`src/rtl/program_sequencer_stack_if.sv`:
```
// Control/status bundle between the instruction decoder/ALU flags and the
// program sequencer. The decoder side uses the master modport; the sequencer
// uses the slave modport.
// Optional build macro: PS_REL_JMP_EN adds the jmp_rel control line.
interface program_sequencer_stack_if #(
  parameter int PM_ADDR_W   = 8,
  parameter int JMP_ADDR_W  = 4,
  parameter int STACK_DEPTH = 4
);
  localparam int LVL_W = $clog2(STACK_DEPTH + 1);

  logic                  jmp;
  logic                  jmp_nz;
  logic                  dont_jmp;
  logic                  call;
  logic                  ret;
  logic                  hold;
  logic [JMP_ADDR_W-1:0] jmp_addr;
`ifdef PS_REL_JMP_EN
  logic                  jmp_rel;
`endif
  logic [PM_ADDR_W-1:0]  pm_addr;
  logic [PM_ADDR_W-1:0]  pc;
  logic [LVL_W-1:0]      stack_level;
  logic                  stack_ovf;
  logic                  stack_unf;

`ifdef PS_REL_JMP_EN
  modport master (
    output jmp, jmp_nz, dont_jmp, call, ret, hold, jmp_addr, jmp_rel,
    input  pm_addr, pc, stack_level, stack_ovf, stack_unf
  );
  modport slave (
    input  jmp, jmp_nz, dont_jmp, call, ret, hold, jmp_addr, jmp_rel,
    output pm_addr, pc, stack_level, stack_ovf, stack_unf
  );
`else
  modport master (
    output jmp, jmp_nz, dont_jmp, call, ret, hold, jmp_addr,
    input  pm_addr, pc, stack_level, stack_ovf, stack_unf
  );
  modport slave (
    input  jmp, jmp_nz, dont_jmp, call, ret, hold, jmp_addr,
    output pm_addr, pc, stack_level, stack_ovf, stack_unf
  );
`endif
endinterface

```
`src/rtl/program_sequencer_stack.sv`:
```
// Program sequencer for the MPU341 core: computes the next program-memory
// address each cycle and registers it as pc. Supports sequential fetch,
// absolute jump, jump-on-not-zero, stall, and a call/return LIFO with sticky
// overflow/underflow flags.
// Optional build macro: PS_REL_JMP_EN enables pc-relative targets via jmp_rel.
module program_sequencer_stack #(
  parameter int PM_ADDR_W   = 8,
  parameter int JMP_ADDR_W  = 4,
  parameter int STACK_DEPTH = 4
) (
  input  logic                     clk,
  input  logic                     sync_reset,
  program_sequencer_stack_if.slave bus
);
  localparam int LVL_W = $clog2(STACK_DEPTH + 1);
  localparam int IDX_W = (STACK_DEPTH > 1) ? $clog2(STACK_DEPTH) : 1;
  localparam int SHIFT = PM_ADDR_W - JMP_ADDR_W;

  logic [PM_ADDR_W-1:0] pc_q;
  logic [LVL_W-1:0]     level_q;
  logic                 ovf_q;
  logic                 unf_q;
  // Sized to a power of two so any IDX_W-bit index is in range.
  logic [PM_ADDR_W-1:0] stack_mem [0:(1 << IDX_W)-1];

  logic [PM_ADDR_W-1:0] pc_inc;
  logic [PM_ADDR_W-1:0] abs_target;
  logic [PM_ADDR_W-1:0] target;
  logic [PM_ADDR_W-1:0] tos;
  logic [PM_ADDR_W-1:0] pm_addr_c;
  logic                 stack_empty;
  logic                 stack_full;
  logic                 do_push;
  logic                 do_pop;
  logic                 set_ovf;
  logic                 set_unf;

  assign pc_inc      = pc_q + PM_ADDR_W'(1);
  assign abs_target  = PM_ADDR_W'(bus.jmp_addr) << SHIFT;
  assign stack_empty = (level_q == '0);
  assign stack_full  = (level_q == LVL_W'(STACK_DEPTH));
  assign tos         = stack_mem[IDX_W'(level_q - LVL_W'(1))];

`ifdef PS_REL_JMP_EN
  assign target = bus.jmp_rel ? (pc_q + PM_ADDR_W'($signed(bus.jmp_addr)))
                              : abs_target;
`else
  assign target = abs_target;
`endif

  // Next-address priority selection and stack side effects for this edge.
  always_comb begin
    pm_addr_c = pc_inc;
    do_push   = 1'b0;
    do_pop    = 1'b0;
    set_ovf   = 1'b0;
    set_unf   = 1'b0;
    if (sync_reset) begin
      pm_addr_c = '0;
    end else if (bus.hold) begin
      pm_addr_c = pc_q;
    end else if (bus.ret) begin
      if (!stack_empty) begin
        pm_addr_c = tos;
        do_pop    = 1'b1;
      end else begin
        set_unf   = 1'b1;
      end
    end else if (bus.call) begin
      pm_addr_c = target;
      if (stack_full) set_ovf = 1'b1;
      else            do_push = 1'b1;
    end else if (bus.jmp) begin
      pm_addr_c = target;
    end else if (bus.jmp_nz && !bus.dont_jmp) begin
      pm_addr_c = target;
    end
  end

  // Program counter, stack level and sticky flags.
  always_ff @(posedge clk) begin
    if (sync_reset) begin
      pc_q    <= '0;
      level_q <= '0;
      ovf_q   <= 1'b0;
      unf_q   <= 1'b0;
    end else begin
      pc_q <= pm_addr_c;
      if (do_push)     level_q <= level_q + LVL_W'(1);
      else if (do_pop) level_q <= level_q - LVL_W'(1);
      if (set_ovf) ovf_q <= 1'b1;
      if (set_unf) unf_q <= 1'b1;
    end
  end

  // Return-address storage; contents are don't-care after reset.
  always_ff @(posedge clk) begin
    if (do_push) stack_mem[IDX_W'(level_q)] <= pc_inc;
  end

  assign bus.pm_addr     = pm_addr_c;
  assign bus.pc          = pc_q;
  assign bus.stack_level = level_q;
  assign bus.stack_ovf   = ovf_q;
  assign bus.stack_unf   = unf_q;
endmodule

```
`src/flat_wrapper.sv`:
```
// flat-port wrapper written by rule: the top's interface ports become plain ports
module program_sequencer_stack_flat 
#(
  parameter int PM_ADDR_W   = 8,
  parameter int JMP_ADDR_W  = 4,
  parameter int STACK_DEPTH = 4
)
  (clk, sync_reset, bus_jmp, bus_jmp_nz, bus_dont_jmp, bus_call, bus_ret, bus_hold, bus_jmp_addr, bus_pm_addr, bus_pc, bus_stack_level, bus_stack_ovf, bus_stack_unf);
  program_sequencer_stack_if #(.PM_ADDR_W(PM_ADDR_W), .JMP_ADDR_W(JMP_ADDR_W), .STACK_DEPTH(STACK_DEPTH)) bus_i ();
  input  logic clk;
  input  logic sync_reset;
  input wire logic [$bits(bus_i.jmp)-1:0] bus_jmp;
  input wire logic [$bits(bus_i.jmp_nz)-1:0] bus_jmp_nz;
  input wire logic [$bits(bus_i.dont_jmp)-1:0] bus_dont_jmp;
  input wire logic [$bits(bus_i.call)-1:0] bus_call;
  input wire logic [$bits(bus_i.ret)-1:0] bus_ret;
  input wire logic [$bits(bus_i.hold)-1:0] bus_hold;
  input wire logic [$bits(bus_i.jmp_addr)-1:0] bus_jmp_addr;
  output wire logic [$bits(bus_i.pm_addr)-1:0] bus_pm_addr;
  output wire logic [$bits(bus_i.pc)-1:0] bus_pc;
  output wire logic [$bits(bus_i.stack_level)-1:0] bus_stack_level;
  output wire logic [$bits(bus_i.stack_ovf)-1:0] bus_stack_ovf;
  output wire logic [$bits(bus_i.stack_unf)-1:0] bus_stack_unf;
  assign bus_i.jmp = bus_jmp;
  assign bus_i.jmp_nz = bus_jmp_nz;
  assign bus_i.dont_jmp = bus_dont_jmp;
  assign bus_i.call = bus_call;
  assign bus_i.ret = bus_ret;
  assign bus_i.hold = bus_hold;
  assign bus_i.jmp_addr = bus_jmp_addr;
  assign bus_pm_addr = bus_i.pm_addr;
  assign bus_pc = bus_i.pc;
  assign bus_stack_level = bus_i.stack_level;
  assign bus_stack_ovf = bus_i.stack_ovf;
  assign bus_stack_unf = bus_i.stack_unf;
  program_sequencer_stack #(.PM_ADDR_W(PM_ADDR_W), .JMP_ADDR_W(JMP_ADDR_W), .STACK_DEPTH(STACK_DEPTH)) u_core (.clk(clk), .sync_reset(sync_reset), .bus(bus_i));
endmodule
```
`config.mk`:
```
export PLATFORM = sky130hd
export DESIGN_NAME = program_sequencer_stack_flat
export DESIGN_NICKNAME = d
export VERILOG_FILES = /design/src/rtl/program_sequencer_stack_if.sv /design/src/rtl/program_sequencer_stack.sv /design/src/flat_wrapper.sv
export SDC_FILE = /design/constraint.sdc
export NUM_CORES = 1
export LEC_CHECK = 0
export CORE_MARGIN = 2
export CORE_UTILIZATION = 30
export DETAILED_ROUTE_END_ITERATION = 16
export PLACE_DENSITY_LB_ADDON = 0.12
export SLEW_MARGIN = 5
export SYNTH_ARGS = -nofsm -noshare
export SYNTH_HDL_FRONTEND = slang
export SYNTH_SLANG_ARGS = --single-unit
```
`constraint.sdc`:
```
create_clock -name clk -period 4.7 [get_ports clk]
set_input_delay 0.94 -clock clk [delete_from_list [all_inputs] [get_ports clk]]
set_output_delay 0.94 -clock clk [all_outputs]
set_load 0.05 [all_outputs]
```
==> key figures <==
Outcome
  • Status: finished, final reports clean

Clock tree
  • Reg clk slew, reported paths: 0.08 ns
  • Clock sinks: 45
  • Post-cts resize count: 0
  • Post-CTS Setup Inserts: 0
  • Hold buffer count at cts: 0
  • Worst-Skew Late Latency: 0.29 ns
  • Bufs on Longest Clock Path: 2
  • CTS tree: built
  • Htree depth: 2
  • CTS Root Cell: clkbuf_8
  • CTS Buf Count: 5

Logic synthesis
  • Largest family of logic cells by synthesized area: simple AND/OR/NAND/NOR gates
  • Post-synth EDFFs: 32
  • FF+latch count, synth: 45
  • Post-Synthesis Cells: 163
  • Seq/Total Area, Yosys: 57.2%
  • Top FF cell, synth: edfxtp_1
  • Post-Synth Adder-Cell Area: 3.52%
  • Syn Std Cell Area: 2130 sq um
  • Most numerous cell in the Yosys netlist: edfxtp_1
  • Synth warn: 0
  • Mux contribution to synthesized area: 9.33%
  • Area leader, netlist: edfxtp_1
  • Synth Area per Inst: 13.1 sq um
  • Compound-Gate Fraction of Synth Area: 11.4%
  • Distinct cells, synth: 42
  • Share of Yosys cell area claimed by the top area cell type: 45.0%
  • Post-synth ARST share: 0%
  • Syn_nets: 181
  • Ranking of synthesized cells by area: edfxtp_1 45%, dfxtp_1 12%, mux4_2 7.4%
  • Simple logic cell fraction of the synthesized area: 13.7%
  • Synth cell count leaders: 32 x edfxtp_1, 13 x dfxtp_1, 13 x nand2_1
  • XOR/XNOR Fraction of Synth Area: 1.64%

Setup path
  • Crit-path cells: clkdlybuf4s50_1, a21o_1, a31oi_1, a221oi_1, clkdlybuf4s50_1
  • Reg-to-reg startpoint: u_core.bus.stack_level[0]$_SDFFE_PP0P_
  • R2r worst-path depth: 6
  • CP startpoint kind: input pin
  • Worst endpoint required time: 3.76 ns
  • Arr. time, crit path: 3.38 ns
  • Setup crit end kind: primary output
  • Crit path kind: in2out
  • Maximum fanout along the worst path: 13
  • Slowest CP cell: clkdlybuf4s50_1
  • Delay of the slowest critical-path stage: 0.86 ns
  • Most Frequent Cell on Critical Path: clkdlybuf4s50_1
  • Worst R2R End: u_core.bus.pc[7]$_SDFF_PP0_
  • R2r setup slk: 2.44 ns

Placed design
  • GPL Wtd Cong: 0.730
  • Post-DP HPWL: 3520 microns
  • Port Buf Inserts: 32

Timing
  • Relative slew slack: 61.6%
  • Fmax: 231 MHz
  • Final period util: 92.0%
  • RSZ-0062 raised after global routing: no
  • Slew @ Worst Pin: 0.574 ns
  • Worst Skew: 0.00453 ns
  • Setup TNS: 0 ns
  • Final Setup Violations: 0
  • Hold Vio Cnt, Final: 0
  • Minimum clock period: 4.32 ns
  • Final-report max-slew violation count: 0

Pwr
  • Worst vdd ir: 0.169 mV
  • Cell Pwr Density: 338 nW/um^2
  • P_leak: 0.893 nW
  • Total design power: 0.893 mW

Hold path
  • WHS Endpoint: u_core.bus.stack_ovf$_SDFFE_PP0P_
  • Hold Path Stages: 2
  • Hold_sp: u_core.bus.stack_ovf$_SDFFE_PP0P_
  • Hold Path Class: reg2reg

Die
  • Cell Rows: 30
  • Die X: 88.3 microns
  • Starting Density: 31.2%
  • Core Box Area: 6830 sq um
  • Die Area: 7800 sq um
  • Die Y-Extent: 88.3 microns
  • IO Pins: 33

Cells and area
  • Fin nets: 217
  • # diodes: 0
  • FILL cells: 681
  • Share of layout cells above drive strength 1: 13.0%
  • Syn-to-layout area delta: 23.9%

Route
  • Vias/cell: 4.97
  • Routed via count: 1,470
  • DRC Markers: 0
  • Initial DRC Count: 82
  • Post-route ant nets: 0
  • Wire length per cell: 17.1 microns
  • Routed Wire Length: 5050 microns
  • Pre-antenna DRT Iters: 4

Global routing
  • First-pass GRT wire length: 7760 microns
  • Initial antenna violation count: 0
  • Largest net degree at the start of global routing: 14
  • Vias in the first global route: 1,434
  • GRT Total Usage: 13.7%
  • Remaining Overflow, GRT: 0

Flow run
  • Max-Cap Viols: 0
==> cells in the final DEF (no fill, tap or decap), types with 3 or more instances in the layout <==
cell type,n
a21oi_1,3
a221oi_1,4
a22o_1,3
a31oi_1,4
and3_1,3
buf_4,8
clkbuf_8,5
clkdlybuf4s50_1,29
dfxtp_1,13
edfxtp_1,32
ha_1,6
inv_1,5
mux4_2,7
nand2_1,13
nand2b_1,4
nand3_1,6
nand4_1,3
nor2_1,9
o21ai_1,7
o221ai_1,3
or3_1,3
xnor2_1,3
==> kinds of logic after synthesis <==
logic type | Yosys count
fa+ha+maj | 6
compound gates | 34
xor+xnor | 4
simple gates | 51
mux | 9
buf+inv | 14
flops | 45
==> cell type report <==
class | count | area, sq um | share of cell area (%)
flip-flops and latches | 45 | 1220 | 46.2
clock inverters | 1 | 7.51 | 0.284
well taps | 96 | 120 | 4.55
clock buffers | 7 | 76.3 | 2.89
inverters | 6 | 22.5 | 0.852
repair buffers | 37 | 350 | 13.3
multi-input cells | 104 | 845 | 32.0
==> state kept, by name, summed over array words and instances, names as in the netlist <==
signal and count:
u_core.bus.stack_level 3, u_core.bus.pc 8, u_core.stack_mem 32, u_core.bus.stack_ovf 1, u_core.bus.stack_unf 1
==> worst max-delay path: cells and delay by family <==
family / cells / cell delay, ns
buffers and inverters: 2 / 1.51
AOI/OAI and AO/OA: 3 / 0.91
==> how the worst max path moves through the flow <==
stage	start	endpoint	slack (ns)	cells past startpoint
floorplan	u_core.bus.stack_level[0]$_SDFFE_PP0P_	bus_pm_addr[2]	0.75	7
global placement	bus_ret	bus_pm_addr[1]	0.44	5
detailed placement	bus_ret	bus_pm_addr[1]	0.42	5
CTS	bus_ret	bus_pm_addr[1]	0.40	5
global route	bus_ret	bus_pm_addr[2]	0.24	5
finish	bus_ret	bus_pm_addr[1]	0.38	5
==> report_power, final <==
part | total, mW | switching, mW | internal [mW]
Sequential | 0.453 | 0.0126 | 0.440
Combinational | 0.206 | 0.129 | 0.0772
Clock | 0.235 | 0.129 | 0.105
==> through the flow <==
| step | std cells | utilization (%) | hold slack [ns] | setup slack (ns) | cell area (sq um) |
|---|---|---|---|---|---|
| 6_report | 296 | 38.7 | 0.474 | 0.378 | 2640 |
| 5_1_grt | 296 | 38.7 | 0.492 | 0.237 | 2640 |
| 4_1_cts | 296 | 38.7 | 0.481 | 0.399 | 2640 |
| 3_5_place_dp | 288 | 37.5 | 0.461 | 0.418 | 2560 |
| 3_3_place_gp | 288 | 37.5 | 0.450 | 0.440 | 2560 |
| 2_1_floorplan | 163 | - | 0.684 | 0.754 | 2130 |
==> layer usage <==
layer | share of wire, % | vias up | GRT usage, % | routed length [microns]
li1 | - | 711 | - | -
met1 | 46 | 724 | 18.9 | 2310
met2 | 50 | 33 | 22.0 | 2500
met3 | 4.2 | 2 | 2.89 | 211
met4 | 0.42 | 0 | 3.58 | 21
met5 | 0 | - | 0 | 0
No activity file was read; power rests on OpenSTA's default activity.
